<file path="config.mk">
export PLATFORM = sky130hd
export DESIGN_NAME = mem_arbiter
export DESIGN_NICKNAME = d
export VERILOG_FILES = /design/src/rtl/mem_arbiter_pkg.sv /design/src/rtl/mem_arbiter_fair_counter.sv /design/src/rtl/mem_arbiter.sv
export SDC_FILE = /design/constraint.sdc
export NUM_CORES = 1
export LEC_CHECK = 0
export ABC_CLOCK_PERIOD_IN_PS = 1630
export CAP_MARGIN = 20
export CORE_ASPECT_RATIO = 0.8
export CORE_MARGIN = 2
export CORE_UTILIZATION = 35
export DETAILED_ROUTE_END_ITERATION = 7
export PLACE_DENSITY = 0.77
export SLEW_MARGIN = 15
export SYNTH_ARGS = -nofsm -noshare
export SYNTH_HDL_FRONTEND = slang
export SYNTH_HIERARCHICAL = 1
export SYNTH_SLANG_ARGS = --single-unit
</file>
<file path="constraint.sdc">
create_clock -name clk -period 1.63 [get_ports clk]
set_input_delay 0.326 -clock clk [delete_from_list [all_inputs] [get_ports clk]]
set_output_delay 0.326 -clock clk [all_outputs]
set_load 0.005 [all_outputs]
</file>
<file path="src/rtl/mem_arbiter_pkg.sv">
// Shared definitions for the IF/MEM main-memory arbiter: FSM state encoding
// and default port widths. Optional feature macro: MEM_ARB_FAIRNESS_EN.
package mem_arbiter_pkg;

    localparam int ADDR_W_DEF      = 32;
    localparam int DATA_W_DEF      = 32;
    localparam int MAX_D_BURST_DEF = 4;

    typedef enum logic [2:0] {
        IDLE   = 3'd0,
        BUSY_I = 3'd1,
        BUSY_D = 3'd2,
        RESP_I = 3'd3,
        RESP_D = 3'd4
    } state_t;

endpackage

</file>
<file path="src/rtl/mem_arbiter_fair_counter.sv">
// Saturating count of data grants made while a fetch is waiting. Once the
// count reaches MAX_D_BURST with a fetch pending, force_i tells the arbiter
// to serve the fetch next. Only instantiated under MEM_ARB_FAIRNESS_EN.
module arb_fair_counter #(
    parameter int MAX_D_BURST = 4
) (
    input  logic clk,
    input  logic rst,
    input  logic grant_d,
    input  logic grant_i,
    input  logic if_pending,
    output logic force_i
);

    localparam int CNT_W = $clog2(MAX_D_BURST + 1);

    logic [CNT_W-1:0] cnt;

    // Count data grants that starve a pending fetch; any fetch grant or an
    // uncontended data grant clears the count.
    always_ff @(posedge clk or negedge rst) begin
        if (!rst) begin
            cnt <= '0;
        end else if (grant_i) begin
            cnt <= '0;
        end else if (grant_d) begin
            if (!if_pending)
                cnt <= '0;
            else if (cnt != CNT_W'(MAX_D_BURST))
                cnt <= cnt + 1'b1;
        end
    end

    assign force_i = if_pending && (cnt == CNT_W'(MAX_D_BURST));

endmodule

</file>
<file path="src/rtl/mem_arbiter.sv">
// Arbiter sharing one single-port memory between instruction fetch and the
// load/store stage. Data has priority; with MEM_ARB_FAIRNESS_EN defined a
// waiting fetch is forced through after MAX_D_BURST consecutive data grants.
module mem_arbiter
    import mem_arbiter_pkg::*;
#(
    parameter int ADDR_W      = ADDR_W_DEF,
    parameter int DATA_W      = DATA_W_DEF,
    parameter int MAX_D_BURST = MAX_D_BURST_DEF
) (
    input  logic              clk,
    input  logic              rst,
    input  logic              if_req,
    input  logic [ADDR_W-1:0] if_addr,
    output logic [DATA_W-1:0] if_rdata,
    output logic              if_ready,
    input  logic              d_req,
    input  logic              d_we,
    input  logic [ADDR_W-1:0] d_addr,
    input  logic [DATA_W-1:0] d_wdata,
    input  logic [3:0]        d_be,
    output logic [DATA_W-1:0] d_rdata,
    output logic              d_ready,
    output logic              mem_req,
    output logic              mem_we,
    output logic [ADDR_W-1:0] mem_addr,
    output logic [DATA_W-1:0] mem_wdata,
    output logic [3:0]        mem_be,
    input  logic [DATA_W-1:0] mem_rdata,
    input  logic              mem_rvalid,
    output logic              busy
);

    state_t state;
    state_t state_next;
    logic   grant_d;
    logic   grant_i;
    logic   force_i;

    if (MAX_D_BURST < 1) begin : g_invalid_burst
        $error("MAX_D_BURST must be at least 1");
    end

`ifdef MEM_ARB_FAIRNESS_EN
    arb_fair_counter #(
        .MAX_D_BURST(MAX_D_BURST)
    ) u_fair (
        .clk       (clk),
        .rst       (rst),
        .grant_d   (grant_d),
        .grant_i   (grant_i),
        .if_pending(if_req),
        .force_i   (force_i)
    );
`else
    assign force_i = 1'b0;
`endif

    // State register.
    always_ff @(posedge clk or negedge rst) begin
        if (!rst)
            state <= IDLE;
        else
            state <= state_next;
    end

    // Next-state and grant decode; requests are only sampled in IDLE.
    always_comb begin
        state_next = state;
        grant_d    = 1'b0;
        grant_i    = 1'b0;
        case (state)
            IDLE: begin
                if (d_req && !force_i) begin
                    grant_d    = 1'b1;
                    state_next = BUSY_D;
                end else if (if_req) begin
                    grant_i    = 1'b1;
                    state_next = BUSY_I;
                end
            end
            BUSY_I:  if (mem_rvalid) state_next = RESP_I;
            BUSY_D:  if (mem_rvalid) state_next = RESP_D;
            default: state_next = IDLE;
        endcase
    end

    // Registered outputs: latch the granted access, hold it until completion,
    // then capture read data and pulse ready during the RESP cycle.
    always_ff @(posedge clk or negedge rst) begin
        if (!rst) begin
            if_rdata  <= '0;
            if_ready  <= 1'b0;
            d_rdata   <= '0;
            d_ready   <= 1'b0;
            mem_req   <= 1'b0;
            mem_we    <= 1'b0;
            mem_addr  <= '0;
            mem_wdata <= '0;
            mem_be    <= 4'h0;
            busy      <= 1'b0;
        end else begin
            if_ready <= 1'b0;
            d_ready  <= 1'b0;
            busy     <= (state_next != IDLE);
            if (grant_d) begin
                mem_req   <= 1'b1;
                mem_we    <= d_we;
                mem_addr  <= d_addr;
                mem_wdata <= d_wdata;
                mem_be    <= d_be;
            end else if (grant_i) begin
                mem_req  <= 1'b1;
                mem_we   <= 1'b0;
                mem_addr <= if_addr;
                mem_be   <= 4'hF;
            end
            if (state == BUSY_I && mem_rvalid) begin
                mem_req  <= 1'b0;
                if_rdata <= mem_rdata;
                if_ready <= 1'b1;
            end
            if (state == BUSY_D && mem_rvalid) begin
                mem_req <= 1'b0;
                d_ready <= 1'b1;
                // Stores leave the last load result visible.
                if (!mem_we)
                    d_rdata <= mem_rdata;
            end
        end
    end

endmodule

</file>
# Word-level counts from Yosys, hierarchy flattened
# Index checks and enable logic that the tools add are counted.
# totals
inputBits	138
wordCells	43
register_bits	140
# op_classes
n_reduce_logical	7
mux	22
eq_ne	2
n_bitwise	1
# op_table
operator	count
$mux W32	2
$mux W1	13
$mux W3	4
$pmux W3 S3	1
$mux W4	2
$reduce_bool A4 Y1	1
$eq A3 B1 Y1 const B	1
$eq A3 B2 Y1 const B	1
$logic_not A3 Y1	1
$reduce_bool A3 Y1	1
$logic_and A1 B1 Y1	2
$reduce_and A2 Y1	1
$reduce_bool A2 Y1	1
$not A1 Y1	1

# Logic depth before layout (Yosys ltp)
# logic_depth
depth_word	7
mapped_depth	5
ltp_nobuf	3

# Worst setup path after synthesis
# No wires, ideal clock.
# synth_path
kind	flip-flop to flip-flop
from	register state[0]
to	register mem_addr[10]
setup_time_ns	0.123
arrival_time_ns	1.456
t_required_ns	1.507
path_stages_with_launch	6
setup_slack_ns	0.051
path_buffers	2
cell_sequence	dfrtp_1 > or3_1 > buf_6 > buf_6 > o32a_1 > o221a_2
# synth_via
elab_chain_cells	3
elab_cells_between_ends	5
cone_classes	mux (3); reduce/logical (2)
# synth_lines
element	line	text
from (decl)	mem_arbiter.sv:34	state_t state;
from (signal assigned)	mem_arbiter.sv:64	state <= state_next;
$logic_not A3 Y1 (*)	mem_arbiter.sv:72	case (state)
$mux W1	mem_arbiter.sv:72	
$mux W32 or $reduce_bool A2 Y1 (tied branches)	-	
to (signal assigned)	mem_arbiter.sv:109	mem_addr <= d_addr;
to (signal assigned)	mem_arbiter.sv:115	mem_addr <= if_addr;
to (decl)	mem_arbiter.sv:26	output logic [ADDR_W-1:0] mem_addr,
# Mark *: on every way between the ends. The rest lies on a longest branch, timed or not.
# A chain may end at the register's enable or synchronous reset.

# Worst setup path in the final report
# layout_path
from	input mem_rvalid
to	register if_rdata[10]
# layout_via
elab_chain_cells	1
# layout_lines
element	line	text
from (decl)	mem_arbiter.sv:30	input logic mem_rvalid,
$logic_and A1 B1 Y1	mem_arbiter.sv:118	if (state == BUSY_I && mem_rvalid) begin
to (signal assigned)	mem_arbiter.sv:120	if_rdata <= mem_rdata;
to (decl)	mem_arbiter.sv:15	output logic [DATA_W-1:0] if_rdata,
# No other way between the ends.

==> reports/results.tsv <==
stage	metric	value	unit
routing	final wirelength	17800	um
pwr	Cell Pwr Density	1880	nW/um2
worst_setup_path	R2R Path End	if_rdata[10]	
grt	vias in the first global route	5050	
clock_network	clock-pin slew on the worst setup and hold paths	0.06	ns
synth	synthesized net count	494	
sta	final cycle utilization of the critical path	0.988	
placement	Placed Area	8790	um2
synth	Commonest cells post-synth	140 x dfrtp_1, 90 x mux2_2, 32 x o221a_2, 32 x o32a_1, 12 x buf_2	
sta	endpoints failing setup	0	
flow_run	max cap viols	0	
sta	unrepaired setup endpoints after global routing	yes	
routing	vias	4526	
finish	cell area after layout	9820	um2
sta	final slew viol count	0	
sta	hold violation total from the final report	0	
status	status	complete, no violations	
floorplan	DIE AREA	17100	um2
finish	area of the multi-input gates	1990	um2
floorplan	placeable core area	15700	um2
grt	largest net degree at the start of global routing	40	
synth	synthesized area	5620	um2
clock_network	CTS root buffer	clkbuf_16	
sta	Worst-Margin Slew	0.504	ns
clock_network	CTS buffer count	17	
floorplan	initial core utilization	0.357	
sta	Max transition margin	0.655	
floorplan	# rows	41	
synth	top-count cell post-synth	dfrtp_1	
clock_network	CTS tree	yes	
synth	Post-synth EDFFs	0	
routing	post-route ant nets	0	
placement	post-DP HPWL	12200	um
routing	DRC Markers	0	
finish	# nets final	809	
synth	post-synthesis sequential area ratio	0.624	
synth	Synth async-reset ratio	1.00	
synth	top-area cell type share of the netlist area	0.624	
pwr	Max rail drop VDD	0.00103	V
pwr	Lkg Pwr	4.68	nW
placement	Post-Place Cells	842	
clock_network	Worst-Skew Late Latency	0.41	ns
routing	DR vias/cell	5.03	
pwr	total power	18.5	mW
grt	total global routing overflow	0	
placement	PortBufs	274	
finish	Finished Layout Cells	899	
grt	GRT Overall Usage	0.202	
worst_setup_path	Crit Path Max Fanout	17	
synth	Post-synth top flop	dfrtp_1	
floorplan	IO Pins	275	
clock_network	htree depth	4	
finish	layout cell share with drive strength beyond 1	0.313	
routing	First-pass DRT Iterations	4	
worst_setup_path	CP Class	in -> reg	
synth	Syn Inst Count	356	
worst_setup_path	critical path startpoint category	primary input	
routing	drt wl/cell	19.8	um
worst_setup_path	reg2reg path depth	5	
worst_setup_path	Reg2Reg Setup Slack	0.03	ns
worst_setup_path	critical path capture point type	register	
sta	Tmin final	1.61	ns
synth	largest area contributor in the netlist	dfrtp_1	
worst_setup_path	reg2reg start	state[1]	
clock_network	CTS Sinks	140	
sta	Max Fclk	621	MHz
clock_network	clock buffer depth	2	
worst_setup_path	Worst EP arrival	1.90	ns
worst_setup_path	critical path required time	1.92	ns
routing	Starting DRT DRC Count	245	
synth	#FFs+latches synth	140	
synth	top post-synthesis cells by area	dfrtp_1 62%, mux2_2 18%, o221a_2 6.4%	
grt	antenna violations before repair	0	
floorplan	Die Wd	146	um
grt	first-pass GRT wire length	27200	um
sta	Worst Skew	0.00490	ns
finish	Fill cells	1234	
placement	global placement routability congestion	0.783	
synth	synth warn	6	
finish	register area	3500	um2
sta	final setup TNS	0	ns
finish	antenna cells	0	
finish	Area Overhead vs Synth	74.9	%
synth	Unique masters post-synth	28	
hold_path	Hold Crit Class	in -> async	
floorplan	Die H	117	um
synth	Syn Area/Cell	15.8	um2
==> critical path, stage by stage <==
cell             delay (ns)
clkdlybuf4s50_1        0.56
nor4bb_4               0.33
buf_6                  0.16
buf_12                 0.17
mux2_2                 0.35
==> through the flow <==
step	util	hold slack (ns)	setup WS, ns
2_1_floorplan	-	0.0304	0.0509
3_3_place_gp	0.558	0.265	-0.301
3_5_place_dp	0.558	0.271	-0.343
4_1_cts	0.601	0.392	0.000227
5_1_grt	0.624	0.422	-0.0255
6_report	0.624	0.409	0.0188
==> state kept, by name, summed over array words and instances (netlist names) <==
register and count:
d_ready 1, if_rdata 32, if_ready 1, mem_addr 32, mem_wdata 32, mem_req 1
mem_be 4, busy 1, mem_we 1, state 3, d_rdata 32
==> placed cells by master (no fill, tap or decap), types with 2 or more instances in the layout <==
master | netlist | final
clkinvlp_4 | 0 | 4
buf_6 | 4 | 6
buf_4 | 5 | 33
mux2_1 | 6 | 6
o22a_1 | 4 | 4
mux2_4 | 0 | 2
dlygate4sd2_1 | 0 | 53
buf_12 | 0 | 9
dlymetal6s2s_1 | 0 | 67
inv_8 | 0 | 2
clkdlybuf4s50_1 | 0 | 153
inv_6 | 0 | 3
o221a_2 | 32 | 32
bufinv_16 | 0 | 4
clkbuf_16 | 0 | 20
mux2_2 | 90 | 88
dfrtp_1 | 140 | 139
inv_1 | 3 | 3
o32a_1 | 32 | 32
nor3_1 | 2 | 2
==> per-layer routing <==
layer	up-vias	part of all wire	GRT usage
li1	2019	-	-
met1	2296	0.40	0.231
met2	191	0.51	0.351
met3	20	0.079	0.0767
met4	0	0.014	0.0656
met5	-	0	0
==> final cells by class <==
| cell class | count | share of cell area |
|---|---|---|
| clock buffer | 17 | 0.0433 |
| tap | 215 | 0.0274 |
| sequential | 140 | 0.357 |
| multi-input combinational | 184 | 0.202 |
| inverter | 3 | 0.00115 |
| clock inverter | 15 | 0.0217 |
| timing repair buffer | 325 | 0.348 |
==> worst max-delay path by stage <==
stage          startpoint           end  cells after the start
2_1_floorplan    state[0]  mem_addr[10]                      5
3_3_place_gp   mem_rvalid  if_rdata[14]                      4
3_5_place_dp   mem_rvalid  if_rdata[12]                      4
4_1_cts        d_rdata[4]    d_rdata[4]                      1
5_1_grt        mem_rvalid  if_rdata[10]                      5
6_report       mem_rvalid  if_rdata[10]                      5
==> repair_timing <==
action                                  CTS  global route
hold buffers                              1             0
gates resized for setup                  53            78
hold endpoints to repair                 34             0
pin swaps                                 0             3
buffers inserted                         14             6
cloned                                    0             4
endpoints found under the setup margin   63           135
==> report_power, final <==
part	internal [mW]	switching, mW
clock	2.60	1.58
combinational	5.15	2.90
sequential	5.24	0.983
total	13.0	5.46
==> logic make-up (layout without fill, tap and decap cells) <==
family	after synthesis	in the layout	share of synthesized area
flops	140	140	0.624
compound gates	72	72	0.132
mux	96	96	0.192
buf+inv	32	360	0.0327
simple gates	16	16	0.0192
(Power assumes the default switching activity.)
